<file path="src/rtl/hacd_id_narrow_pkg.sv">
// hacd_id_narrow_pkg: default widths, slot record and priority encoder shared by
// axi_id_narrow and its remap tables.
`ifndef HACD_AXI4_ID_WIDTH
`define HACD_AXI4_ID_WIDTH 6
`endif
`ifndef HACD_AXI4_DATA_WIDTH
`define HACD_AXI4_DATA_WIDTH 64
`endif
`ifndef HACD_AXI4_ADDR_WIDTH
`define HACD_AXI4_ADDR_WIDTH 32
`endif
`ifndef HACD_AXI4_USER_WIDTH
`define HACD_AXI4_USER_WIDTH 1
`endif

package hacd_id_narrow_pkg;

    localparam int DEF_ID_WIDTH_IN = `HACD_AXI4_ID_WIDTH;
    localparam int DEF_DATA_WIDTH  = `HACD_AXI4_DATA_WIDTH;
    localparam int DEF_ADDR_WIDTH  = `HACD_AXI4_ADDR_WIDTH;
    localparam int DEF_USER_WIDTH  = `HACD_AXI4_USER_WIDTH;

    localparam int DEF_ID_WIDTH_OUT = DEF_ID_WIDTH_IN - 1;
    localparam int DEF_MAX_OUTST    = 8;
    localparam int NSLOT            = 2 ** DEF_ID_WIDTH_OUT;
    localparam int CNT_WIDTH        = $clog2(DEF_MAX_OUTST + 1);

    // Slot record at the default widths; each table builds the same shape at its
    // own instance widths.
    typedef struct packed {
        logic                       vld;
        logic [DEF_ID_WIDTH_IN-1:0] orig_id;
        logic [CNT_WIDTH-1:0]       cnt;
    } id_slot_t;

    // Widest slot vector the encoder handles (ID_WIDTH_OUT up to 8).
    localparam int ENC_WIDTH = 256;

    // Index of the lowest set bit; returns 0 for an all-zero vector, so callers
    // qualify the result with an OR-reduction of the same vector.
    function automatic int unsigned first_free(input logic [ENC_WIDTH-1:0] vec);
        first_free = 0;
        for (int i = ENC_WIDTH - 1; i >= 0; i--) begin
            if (vec[i]) first_free = i;
        end
    endfunction

endpackage

</file>
<file path="src/rtl/axi_id_remap_table.sv">
// axi_id_remap_table: one direction's slot table. Allocation maps a wide request ID
// onto a narrow slot (reusing a live slot with the same ID to keep ordering), release
// retires one outstanding transaction and returns the original wide ID.
// Optional check: HACD_ID_NARROW_CHK_EN flags releases on empty slots.
module axi_id_remap_table
    import hacd_id_narrow_pkg::*;
#(
    parameter int ID_WIDTH_IN  = DEF_ID_WIDTH_IN,
    parameter int ID_WIDTH_OUT = DEF_ID_WIDTH_OUT,
    parameter int MAX_OUTST    = DEF_MAX_OUTST
) (
    input  logic                    clk,
    input  logic                    rst,
    input  logic [ID_WIDTH_IN-1:0]  alloc_id_i,
    input  logic                    alloc_fire_i,
    output logic [ID_WIDTH_OUT-1:0] alloc_slot_o,
    output logic                    can_acc_o,
    input  logic [ID_WIDTH_OUT-1:0] rel_slot_i,
    input  logic                    rel_fire_i,
    output logic [ID_WIDTH_IN-1:0]  rel_orig_id_o,
    output logic                    err_o
);

    localparam int NS = 2 ** ID_WIDTH_OUT;
    localparam int CW = $clog2(MAX_OUTST + 1);

    typedef struct packed {
        logic                   vld;
        logic [ID_WIDTH_IN-1:0] orig_id;
        logic [CW-1:0]          cnt;
    } slot_t;

    slot_t                   slot_q [NS];
    slot_t                   slot_d [NS];
    logic [NS-1:0]           hit_vec;
    logic [NS-1:0]           free_vec;
    logic [NS-1:0]           inc_vec;
    logic [NS-1:0]           dec_vec;
    logic                    hit_any;
    logic                    free_any;
    logic [ID_WIDTH_OUT-1:0] hit_idx;
    logic [ID_WIDTH_OUT-1:0] free_idx;

    // Match the request ID against live slots and mark free slots (registered state only).
    always_comb begin
        for (int k = 0; k < NS; k++) begin
            hit_vec[k]  = slot_q[k].vld && (slot_q[k].orig_id == alloc_id_i);
            free_vec[k] = !slot_q[k].vld;
        end
    end

    assign hit_any  = |hit_vec;
    assign free_any = |free_vec;
    assign hit_idx  = ID_WIDTH_OUT'(first_free(ENC_WIDTH'(hit_vec)));
    assign free_idx = ID_WIDTH_OUT'(first_free(ENC_WIDTH'(free_vec)));

    // A live slot with the same ID wins so same-ID transactions stay in order.
    assign alloc_slot_o  = hit_any ? hit_idx : free_idx;
    assign can_acc_o     = hit_any ? (slot_q[hit_idx].cnt < CW'(MAX_OUTST)) : free_any;
    assign rel_orig_id_o = slot_q[rel_slot_i].orig_id;

`ifdef HACD_ID_NARROW_CHK_EN
    logic rel_bad;
    assign rel_bad = !slot_q[rel_slot_i].vld || (slot_q[rel_slot_i].cnt == '0);
`endif

    // Decode which slot is allocated and which is released this cycle.
    always_comb begin
        for (int k = 0; k < NS; k++) begin
            inc_vec[k] = alloc_fire_i && (alloc_slot_o == ID_WIDTH_OUT'(k));
`ifdef HACD_ID_NARROW_CHK_EN
            dec_vec[k] = rel_fire_i && (rel_slot_i == ID_WIDTH_OUT'(k)) && !rel_bad;
`else
            dec_vec[k] = rel_fire_i && (rel_slot_i == ID_WIDTH_OUT'(k));
`endif
        end
    end

    // Next-state for every slot: allocate, release, or both (which cancel out).
    always_comb begin
        for (int k = 0; k < NS; k++) begin
            // NOTE: start from the held value so every path assigns slot_d and no latch is inferred.
            slot_d[k] = slot_q[k];
            unique case ({inc_vec[k], dec_vec[k]})
                2'b10: begin
                    slot_d[k].vld     = 1'b1;
                    slot_d[k].orig_id = alloc_id_i;
                    slot_d[k].cnt     = slot_q[k].cnt + CW'(1);
                end
                2'b01: begin
                    slot_d[k].cnt = slot_q[k].cnt - CW'(1);
                    slot_d[k].vld = (slot_q[k].cnt != CW'(1));
                end
                default: ;
            endcase
        end
    end

    // Slot table registers; cleared asynchronously so a reset drops every mapping.
    always_ff @(posedge clk or posedge rst) begin
        if (rst) begin
            // NOTE: this array is ownership state, not data storage, so every entry is reset.
            for (int k = 0; k < NS; k++) slot_q[k] <= '0;
        end else begin
            // NOTE: non-blocking updates keep all slots sampling the same pre-edge state.
            for (int k = 0; k < NS; k++) slot_q[k] <= slot_d[k];
        end
    end

`ifdef HACD_ID_NARROW_CHK_EN
    logic err_q;

    // Sticky flag for a response handshake that targets an empty slot.
    always_ff @(posedge clk or posedge rst) begin
        if (rst) begin
            err_q <= 1'b0;
        end else if (rel_fire_i && rel_bad) begin
            err_q <= 1'b1;
            $error("axi_id_narrow: response on empty slot %0d", rel_slot_i);
        end
    end

    assign err_o = err_q;
`else
    assign err_o = 1'b0;
`endif

endmodule

</file>
<file path="src/rtl/axi_id_narrow.sv">
// axi_id_narrow: narrows wide AXI IDs to slot indices ahead of the crossbar and
// restores them on B/R. Address channels are combinational; W passes straight through.
// Optional check: define HACD_ID_NARROW_CHK_EN for the sticky id_err response check.
module axi_id_narrow
    import hacd_id_narrow_pkg::*;
#(
    parameter int ID_WIDTH_IN  = DEF_ID_WIDTH_IN,
    parameter int ID_WIDTH_OUT = DEF_ID_WIDTH_OUT,
    parameter int DATA_WIDTH   = DEF_DATA_WIDTH,
    parameter int ADDR_WIDTH   = DEF_ADDR_WIDTH,
    parameter int USER_WIDTH   = DEF_USER_WIDTH,
    parameter int MAX_OUTST    = DEF_MAX_OUTST
) (
    input  logic                    clk,
    input  logic                    rst,
    // Slave side, AW
    input  logic [ID_WIDTH_IN-1:0]  s_axi_awid,
    input  logic [ADDR_WIDTH-1:0]   s_axi_awaddr,
    input  logic [7:0]              s_axi_awlen,
    input  logic [2:0]              s_axi_awsize,
    input  logic [1:0]              s_axi_awburst,
    input  logic                    s_axi_awlock,
    input  logic [3:0]              s_axi_awcache,
    input  logic [2:0]              s_axi_awprot,
    input  logic [3:0]              s_axi_awqos,
    input  logic [3:0]              s_axi_awregion,
    input  logic [USER_WIDTH-1:0]   s_axi_awuser,
    input  logic                    s_axi_awvalid,
    output logic                    s_axi_awready,
    // Slave side, W
    input  logic [DATA_WIDTH-1:0]   s_axi_wdata,
    input  logic [DATA_WIDTH/8-1:0] s_axi_wstrb,
    input  logic                    s_axi_wlast,
    input  logic [USER_WIDTH-1:0]   s_axi_wuser,
    input  logic                    s_axi_wvalid,
    output logic                    s_axi_wready,
    // Slave side, B
    output logic [ID_WIDTH_IN-1:0]  s_axi_bid,
    output logic [1:0]              s_axi_bresp,
    output logic [USER_WIDTH-1:0]   s_axi_buser,
    output logic                    s_axi_bvalid,
    input  logic                    s_axi_bready,
    // Slave side, AR
    input  logic [ID_WIDTH_IN-1:0]  s_axi_arid,
    input  logic [ADDR_WIDTH-1:0]   s_axi_araddr,
    input  logic [7:0]              s_axi_arlen,
    input  logic [2:0]              s_axi_arsize,
    input  logic [1:0]              s_axi_arburst,
    input  logic                    s_axi_arlock,
    input  logic [3:0]              s_axi_arcache,
    input  logic [2:0]              s_axi_arprot,
    input  logic [3:0]              s_axi_arqos,
    input  logic [3:0]              s_axi_arregion,
    input  logic [USER_WIDTH-1:0]   s_axi_aruser,
    input  logic                    s_axi_arvalid,
    output logic                    s_axi_arready,
    // Slave side, R
    output logic [ID_WIDTH_IN-1:0]  s_axi_rid,
    output logic [DATA_WIDTH-1:0]   s_axi_rdata,
    output logic [1:0]              s_axi_rresp,
    output logic                    s_axi_rlast,
    output logic [USER_WIDTH-1:0]   s_axi_ruser,
    output logic                    s_axi_rvalid,
    input  logic                    s_axi_rready,
    // Master side, AW
    output logic [ID_WIDTH_OUT-1:0] m_axi_awid,
    output logic [ADDR_WIDTH-1:0]   m_axi_awaddr,
    output logic [7:0]              m_axi_awlen,
    output logic [2:0]              m_axi_awsize,
    output logic [1:0]              m_axi_awburst,
    output logic                    m_axi_awlock,
    output logic [3:0]              m_axi_awcache,
    output logic [2:0]              m_axi_awprot,
    output logic [3:0]              m_axi_awqos,
    output logic [3:0]              m_axi_awregion,
    output logic [USER_WIDTH-1:0]   m_axi_awuser,
    output logic                    m_axi_awvalid,
    input  logic                    m_axi_awready,
    // Master side, W
    output logic [DATA_WIDTH-1:0]   m_axi_wdata,
    output logic [DATA_WIDTH/8-1:0] m_axi_wstrb,
    output logic                    m_axi_wlast,
    output logic [USER_WIDTH-1:0]   m_axi_wuser,
    output logic                    m_axi_wvalid,
    input  logic                    m_axi_wready,
    // Master side, B
    input  logic [ID_WIDTH_OUT-1:0] m_axi_bid,
    input  logic [1:0]              m_axi_bresp,
    input  logic [USER_WIDTH-1:0]   m_axi_buser,
    input  logic                    m_axi_bvalid,
    output logic                    m_axi_bready,
    // Master side, AR
    output logic [ID_WIDTH_OUT-1:0] m_axi_arid,
    output logic [ADDR_WIDTH-1:0]   m_axi_araddr,
    output logic [7:0]              m_axi_arlen,
    output logic [2:0]              m_axi_arsize,
    output logic [1:0]              m_axi_arburst,
    output logic                    m_axi_arlock,
    output logic [3:0]              m_axi_arcache,
    output logic [2:0]              m_axi_arprot,
    output logic [3:0]              m_axi_arqos,
    output logic [3:0]              m_axi_arregion,
    output logic [USER_WIDTH-1:0]   m_axi_aruser,
    output logic                    m_axi_arvalid,
    input  logic                    m_axi_arready,
    // Master side, R
    input  logic [ID_WIDTH_OUT-1:0] m_axi_rid,
    input  logic [DATA_WIDTH-1:0]   m_axi_rdata,
    input  logic [1:0]              m_axi_rresp,
    input  logic                    m_axi_rlast,
    input  logic [USER_WIDTH-1:0]   m_axi_ruser,
    input  logic                    m_axi_rvalid,
    output logic                    m_axi_rready,
    // Status
    output logic                    id_err
);

    logic                    aw_can;
    logic                    ar_can;
    logic [ID_WIDTH_OUT-1:0] aw_slot;
    logic [ID_WIDTH_OUT-1:0] ar_slot;
    logic                    wr_err;
    logic                    rd_err;

    // AW: gated by slot availability, which depends only on the ID and registered
    // table state, never on awvalid.
    assign m_axi_awvalid  = s_axi_awvalid & aw_can;
    assign s_axi_awready  = m_axi_awready & aw_can;
    assign m_axi_awid     = aw_slot;
    assign m_axi_awaddr   = s_axi_awaddr;
    assign m_axi_awlen    = s_axi_awlen;
    assign m_axi_awsize   = s_axi_awsize;
    assign m_axi_awburst  = s_axi_awburst;
    assign m_axi_awlock   = s_axi_awlock;
    assign m_axi_awcache  = s_axi_awcache;
    assign m_axi_awprot   = s_axi_awprot;
    assign m_axi_awqos    = s_axi_awqos;
    assign m_axi_awregion = s_axi_awregion;
    assign m_axi_awuser   = s_axi_awuser;

    // W is untracked; the crossbar orders it against AW.
    assign m_axi_wdata  = s_axi_wdata;
    assign m_axi_wstrb  = s_axi_wstrb;
    assign m_axi_wlast  = s_axi_wlast;
    assign m_axi_wuser  = s_axi_wuser;
    assign m_axi_wvalid = s_axi_wvalid;
    assign s_axi_wready = m_axi_wready;

    // B: payload passes through, ID comes back from the write table.
    assign s_axi_bresp  = m_axi_bresp;
    assign s_axi_buser  = m_axi_buser;
    assign s_axi_bvalid = m_axi_bvalid;
    assign m_axi_bready = s_axi_bready;

    // AR: same gating as AW against the read table.
    assign m_axi_arvalid  = s_axi_arvalid & ar_can;
    assign s_axi_arready  = m_axi_arready & ar_can;
    assign m_axi_arid     = ar_slot;
    assign m_axi_araddr   = s_axi_araddr;
    assign m_axi_arlen    = s_axi_arlen;
    assign m_axi_arsize   = s_axi_arsize;
    assign m_axi_arburst  = s_axi_arburst;
    assign m_axi_arlock   = s_axi_arlock;
    assign m_axi_arcache  = s_axi_arcache;
    assign m_axi_arprot   = s_axi_arprot;
    assign m_axi_arqos    = s_axi_arqos;
    assign m_axi_arregion = s_axi_arregion;
    assign m_axi_aruser   = s_axi_aruser;

    // R: payload passes through, ID comes back from the read table.
    assign s_axi_rdata  = m_axi_rdata;
    assign s_axi_rresp  = m_axi_rresp;
    assign s_axi_rlast  = m_axi_rlast;
    assign s_axi_ruser  = m_axi_ruser;
    assign s_axi_rvalid = m_axi_rvalid;
    assign m_axi_rready = s_axi_rready;

    axi_id_remap_table #(
        .ID_WIDTH_IN  (ID_WIDTH_IN),
        .ID_WIDTH_OUT (ID_WIDTH_OUT),
        .MAX_OUTST    (MAX_OUTST)
    ) u_wr_table (
        .clk           (clk),
        .rst           (rst),
        .alloc_id_i    (s_axi_awid),
        .alloc_fire_i  (m_axi_awvalid & m_axi_awready),
        .alloc_slot_o  (aw_slot),
        .can_acc_o     (aw_can),
        .rel_slot_i    (m_axi_bid),
        .rel_fire_i    (m_axi_bvalid & s_axi_bready),
        .rel_orig_id_o (s_axi_bid),
        .err_o         (wr_err)
    );

    // Only the last beat of a read burst retires the transaction.
    axi_id_remap_table #(
        .ID_WIDTH_IN  (ID_WIDTH_IN),
        .ID_WIDTH_OUT (ID_WIDTH_OUT),
        .MAX_OUTST    (MAX_OUTST)
    ) u_rd_table (
        .clk           (clk),
        .rst           (rst),
        .alloc_id_i    (s_axi_arid),
        .alloc_fire_i  (m_axi_arvalid & m_axi_arready),
        .alloc_slot_o  (ar_slot),
        .can_acc_o     (ar_can),
        .rel_slot_i    (m_axi_rid),
        .rel_fire_i    (m_axi_rvalid & s_axi_rready & m_axi_rlast),
        .rel_orig_id_o (s_axi_rid),
        .err_o         (rd_err)
    );

    assign id_err = wr_err | rd_err;

endmodule

</file>
<file path="config.mk">
export PLATFORM = sky130hd
export DESIGN_NAME = axi_id_narrow
export DESIGN_NICKNAME = d
export VERILOG_FILES = /design/src/rtl/hacd_id_narrow_pkg.sv /design/src/rtl/axi_id_remap_table.sv /design/src/rtl/axi_id_narrow.sv
export SDC_FILE = /design/constraint.sdc
export NUM_CORES = 2
export LEC_CHECK = 0
export BUFFER_PORTS_ARGS = -buffer_cell sky130_fd_sc_hd__buf_2
export CELL_PAD_IN_SITES_DETAIL_PLACEMENT = 2
export CELL_PAD_IN_SITES_GLOBAL_PLACEMENT = 2
export CORE_MARGIN = 4
export CORE_UTILIZATION = 39
export DETAILED_ROUTE_END_ITERATION = 7
export PLACE_DENSITY_LB_ADDON = 0.1
export SLEW_MARGIN = 10
export SYNTH_ARGS = -nofsm -noshare
export SYNTH_HDL_FRONTEND = slang
export SYNTH_SLANG_ARGS = --single-unit
</file>
<file path="constraint.sdc">
create_clock -name clk -period 27.8 [get_ports clk]
set_input_delay 1.39 -clock clk [delete_from_list [all_inputs] [get_ports clk]]
set_output_delay 1.39 -clock clk [all_outputs]
set_load 0.01 [all_outputs]
</file>
Word level (Yosys, flattened, before mapping)
Cells that the tools add are included.
{"block": "op_classes", "add_sub_neg": 128, "multipliers": 0, "div_mod_pow": 0, "magnitude_cmp": 6, "n_eq_ne": 380, "shifts": 0, "mux": 272, "bitwise_logic": 13, "reduce_logical": 328}
{"operator": "$mux 5", "count": 130}
{"operator": "$pmux 4 s2", "count": 64}
{"operator": "$eq 6x6->1", "count": 64}
{"operator": "$eq 5x5->1 const B", "count": 64}
{"operator": "$add 4x1->4 const B", "count": 64}
{"operator": "$ne 4x1->1 const B", "count": 64}
{"operator": "$sub 4x1->4 const B", "count": 64}
{"operator": "$bmux 11 s5", "count": 4}
{"operator": "$logic_and 1x1->1", "count": 192}
{"operator": "$eq 5x4->1 const B", "count": 32}
{"operator": "$eq 2x1->1 const B", "count": 64}
{"operator": "$eq 2x2->1 const B", "count": 64}
{"operator": "$pmux 1 s2", "count": 64}
{"operator": "$reduce_bool 2->1", "count": 64}
{"operator": "$reduce_or 32->1", "count": 4}
{"operator": "$eq 5x3->1 const B", "count": 16}
{"operator": "$logic_not 1->1", "count": 64}
{"operator": "$eq 5x2->1 const B", "count": 8}
{"operator": "$mux 10", "count": 4}
{"operator": "$ge 6x6->1 const B", "count": 4}
{"operator": "$not 5->6", "count": 4}
{"operator": "$eq 5x1->1 const B", "count": 4}
{"operator": "$logic_not 5->1", "count": 4}
{"operator": "$mux 4", "count": 4}
{"operator": "3 further kinds", "count": 13}
{"block": "word_totals", "register_bits": 704, "latch_bits": 0, "mem_bits_rw": 0, "romBits": 0, "input_bits": 303, "output_inout_bits": 302, "n_memories": 0}

Depth between registers and ports, before layout
{"block": "logic_depth", "depth_word": 45, "ltp_mapped": 23, "depth_no_buf": 18}

By module
From an unflattened synthesis, not the netlist that was laid out.
{"block": "hier_totals", "hier_cells": 4370, "hier_area_um2": 47244.1}
{"mod": "axi_id_remap_table at u_wr_table", "instances": 1, "cells_each": 2037, "area_each_um2": 22622.9}
{"mod": "axi_id_remap_table at u_rd_table", "instances": 1, "cells_each": 2049, "area_each_um2": 22500.3}
{"mod": "axi_id_narrow", "instances": 1, "cells_each": 284, "area_each_um2": 2120.8}

Least setup slack after synthesis
OpenSTA, ideal clock, no wires.
{"block": "synth_path", "path_type": "in2out", "start": "input s_axi_awid[0]", "end": "output m_axi_awvalid", "t_arrival_ns": 4.412, "path_slack_ns": 21.998, "cell_stages": 15, "path_buffers": 4, "cell_sequence": "buf_6 > buf_6 > xor2_1 > nor4_4 > nor2_2 > a2111o_1 > o311a_4 > nor2_4 > and2_4 > buf_6 > o21ai_0 > nor4b_1 > nand4bb_2 > clkbuf_2 > nor3b_1"}
{"block": "synth_between", "elab_chain_cells": 41}
{"item": "from (decl)", "line_no": "axi_id_narrow.sv:17", "source": "input logic [ID_WIDTH_IN-1:0] s_axi_awid,"}
{"item": "$eq 6x6->1", "line_no": "axi_id_remap_table.sv:47", "source": "hit_vec[k] = slot_q[k].vld && (slot_q[k].orig_id == alloc_id_i);"}
{"item": "$logic_and 1x1->1", "line_no": "axi_id_remap_table.sv:47"}
{"item": "$mux 5 (32 in series)", "line_no": "hacd_id_narrow_pkg.sv:44", "source": "if (vec[i]) first_free = i;"}
{"item": "$not 5->6 (not written as such)", "line_no": "axi_id_remap_table.sv:59", "source": "assign can_acc_o = hit_any ? (slot_q[hit_idx].cnt < CW'(MAX_OUTST)) : free_any;"}
{"item": "$bmux 11 s5", "line_no": "axi_id_remap_table.sv:59"}
{"item": "$mux 4 (not written as such) (2 in series)", "line_no": "axi_id_remap_table.sv:59"}
{"item": "$lt 4x4->1", "line_no": "axi_id_remap_table.sv:59"}
{"item": "$mux 1 (*)", "line_no": "axi_id_remap_table.sv:59"}
{"item": "$and 1x1->1 (*)", "line_no": "axi_id_narrow.sv:127", "source": "assign m_axi_awvalid = s_axi_awvalid & aw_can;"}
{"item": "to (decl)", "line_no": "axi_id_narrow.sv:77", "source": "output logic m_axi_awvalid,"}
Mark *: on every way between the ends. The rest lies on a longest branch, timed or not. The select of a mux whose other input is x is not followed.

Final worst setup path
{"block": "layout_path", "start": "input s_axi_awid[5]", "end": "output m_axi_awvalid"}
Same word-level chain as after synthesis.

==> results.cfg <==
[clocking]
clkTransAtPathRegs_ps = 60
cts_hold_buf = 0
cts_tree = built
post_cts_buffers = 0
clock_sinks = 704
clock_latency_ps = 700
h-tree-depth = 3
cts_max_path_buffers = 3
clock-root-buffer = clkbuf_16
cts_resized = 0
cts_made_buffers = 91

[job]
cap_violations = 0

[grt]
overflow = 0
grt_pass1_wl_mm = 241
grt_max_degree = 153
grt_pass1_vias = 34700
antenna_found_initial = 7
grt_usage_pct = 25.4

[finish]
final_nets = 4664
multi_input_area_um2 = 25700
synthToLayoutAreaGrowth_pct = 5.18
regArea_um2 = 17600
fillers = 12500
drive_above_1_share_pct = 20.7
stdcell_count = 5729

[floorplan]
die_h_um = 357
io_pins = 605
num_rows = 127
start_util_pct = 39.4
core_um2 = 120000
die_area_um2 = 127000
die_w_um = 357

[detailed_routing]
drc = 0
wire_per_inst_um = 28.6
vias = 32300
routed_wl_mm = 164
drt_iter0_markers = 2027
dr.pass1.iters = 5
antenna_left = 0
via_per_inst = 5.64

[pwr]
p_int_uw = 2690
share_comb_of_total_power_pct = 35.0
swShare_pct = 40.2
p_leak_uw = 0.0223
ir_worst_vdd_v = 0.0000609
p_switching_uw = 1810
pwr-share-seq_pct = 37.7
p_clk_share_pct = 27.3
power_density_nw_per_um2 = 90.1

[worst_setup_path]
critPathKind = input port to primary output
endpoint_kind = primary output
crit_family = simple AND/OR/NAND/NOR gates
crit_path_frequent_cell = buf_2
crit_fanout = 36
cp_data_arrival_time_ps = 6700
cp_cell_sequence = buf_2 > buf_4 > xnor2_1 > nand4_1 > nor4_1 > a211oi_1 > o311a_1 > o311a_4 > nor2_4 > and2_4 > mux2i_1 > a31oi_1 > nand4bb_2 > nor3b_1 > buf_2
slowest_stage = nand4bb_2
worst-endpoint-required_ps = 26410
start_kind = input port
cpPeakStageDelay_ps = 710
critPathBufInv = 3

[synthesis]
yosysSeqAreaShare_pct = 37.1
synthAdderAreaFrac_pct = 8.44
postSynthCellCount = 4356
ys_warn_count = 0
synth_top_family_by_area = multiplexers
ys.flop_type = dfrtp_1
avgSynthCellArea_um2 = 10.9
synth_compound_area_share_pct = 4.03
yosys-mux-area-fraction_pct = 17.2
ys_ff_latch = 704
synthArstFlopShare_pct = 100
syn-cell-area_um2 = 47500
synth_cell_type_count = 90
synth_xor_area_share_pct = 11.8
syn_nets = 4979
synthSimpleGateAreaFrac_pct = 12.7
synth_edf_count = 0

[sta]
final.setup.worst_slack_ps = 19710
min_period_ps = 8090
finalSetupViolCount = 0
finClkSkew_ps = 35.4
fin_crit_sh_pct = 29.1
rsz0062_at_grt = false
slew_violations = 0
timing.slew.headroom_pct = 23.0
setup_tns_ps = 0
worst_pin_slew_ps = 1150
hold_viol = 0
max_freq_mhz = 124

[placed_design]
dp.cells = 5560
io_buffers = 63
place_congestion = 0.847
hpwl_mm = 123
dp_slack_ps = 19750

[outcome]
outcome = finished, final reports clean

[worst_hold_path]
hp-class = flip-flop to flip-flop
## power groups by stage
| stage | registers [uW] | logic (uW) | clock network [uW] |
|---|---|---|---|
| after global placement | 1690 | 1520 | 0 |
| after floorplan | 1530 | 1150 | 0 |
| after detailed placement | 1700 | 1560 | 0 |
| after CTS | 1690 | 1570 | 1270 |
| final | 1690 | 1570 | 1230 |
| after global routing | 1730 | 1710 | 1310 |
## layout make-up
| type | instances | area share, % |
|---|---|---|
| well taps | 1612 | 4.04 |
| multi-input cells | 2915 | 51.6 |
| diodes | 1 | 0.00501 |
| repair buffers | 100 | 1.21 |
| flip-flops and latches | 704 | 35.3 |
| clock inverters | 46 | 0.993 |
| clock buffers | 122 | 5.16 |
| inverters | 229 | 1.74 |
## layout by cell type, fill, tap and decap left out, types with 27 or more instances in the layout
| cell type | n |
|---|---|
| dfrtp_1 | 704 |
| mux2i_1 | 74 |
| mux2_2 | 420 |
| clkinv_2 | 27 |
| inv_1 | 226 |
| nand4bb_1 | 31 |
| o21ai_0 | 97 |
| xor2_1 | 309 |
| ha_1 | 320 |
| nor4_1 | 65 |
| nand3_1 | 78 |
| a21oi_1 | 120 |
| nor2b_1 | 48 |
| buf_4 | 36 |
| nor2_1 | 144 |
| nand4_1 | 94 |
| nand2_1 | 196 |
| or3_1 | 44 |
| buf_2 | 63 |
| mux4_2 | 120 |
| clkbuf_16 | 92 |
| nor3_1 | 75 |
| xnor2_1 | 331 |
| nand2b_1 | 53 |
| nand4b_1 | 76 |
## Yosys cell counts, drive strengths merged, types with 3 or more instances
master / n / area share, %
nor4b: 8 / 0.18
a41o: 4 / 0.084
nand2b: 53 / 0.70
nor2: 148 / 1.2
o31a: 5 / 0.092
a31o: 3 / 0.055
o311ai: 3 / 0.11
nor3: 76 / 0.83
o211ai: 12 / 0.19
a31oi: 17 / 0.22
buf: 421 / 6.2
a22oi: 6 / 0.095
clkbuf: 87 / 0.69
xor2: 309 / 5.7
o311a: 4 / 0.11
xnor2: 331 / 6.1
or4: 18 / 0.29
nor4: 77 / 1.2
a211oi: 9 / 0.14
a21boi: 7 / 0.11
nand4b: 76 / 1.4
nor2b: 48 / 0.63
a2111oi: 3 / 0.071
mux2i: 74 / 1.6
ha: 320 / 8.4
a21o: 3 / 0.047
nand2: 196 / 1.6
or3: 44 / 0.58
and3: 19 / 0.26
o21ai: 99 / 1.0
mux2: 420 / 10
a21oi: 120 / 1.3
or4b: 15 / 0.32
dfrtp: 704 / 37
nand4: 94 / 1.2
or2: 8 / 0.11
mux4: 120 / 5.7
nand4bb: 32 / 0.77
nand3: 79 / 0.86
and4: 6 / 0.11
and2: 18 / 0.26
inv: 228 / 1.8
nor4bb: 3 / 0.063
## cell families after synthesis
logic type	Yosys count
DFF	704
other	1
and+or+nand+nor	1024
xor gates and xnor gates	640
buffers and inverters	737
adders and majority gates	320
AOI/OAI and AO/OA	316
muxes	614
## through the flow
stage / hold slack, ps / cell area, um^2 / util [%] / power, uW
after global routing: 501 / 49900 / 41.4 / 4760
after detailed placement: 478 / 46800 / 38.9 / 3260
after CTS: 492 / 49900 / 41.4 / 4530
final: 489 / 49900 / 41.4 / 4500
after floorplan: 448 / 47500 / - / 2680
after global placement: 475 / 46800 / 38.9 / 3200
## flip-flops by register name, summed over array words and instances, names as in the netlist
name,count
u_rd_table.slot_q,352
u_wr_table.slot_q,352
## path summary, 6_finish.rpt
path | from | end | slack, ps | cells past startpoint
min | u_wr_table.slot_q[35] | u_wr_table.slot_q[35] | 490 | 1
max reg2reg | u_wr_table.slot_q[285] | u_wr_table.slot_q[215] | 22050 | 12
max | s_axi_awid[5] | m_axi_awvalid | 19710 | 15
max in group asynchronous | rst | u_wr_table.slot_q[199] | 23570 | 5
min in group asynchronous | rst | u_rd_table.slot_q[317] | 840 | 2
min reg2reg | u_wr_table.slot_q[35] | u_wr_table.slot_q[35] | 490 | 1
## worst register-to-register path: stages (launching register included)
cell       delay (ps)
dfrtp_1           680
nand4_1           220
nor4_2            430
nor2_1            130
a211oi_1          570
o2bb2ai_1         420
nor2_4            220
and2_4            260
nand2b_1          610
nor3_1            960
and3_1            300
ha_1              470
mux2_2            400
## metal layers
layer / GRT usage, % / share of wire [%] / wire length (um) / vias up
li1: - / - / - / 14200
met1: 35.8 / 46 / 75700 / 17100
met2: 38.7 / 44 / 72300 / 705
met4: 8.63 / 3.7 / 6080 / 2
met5: 0.264 / 0.032 / 52 / -
met3: 5.43 / 5.8 / 9510 / 317
No activity file was read; power rests on OpenSTA's default activity.
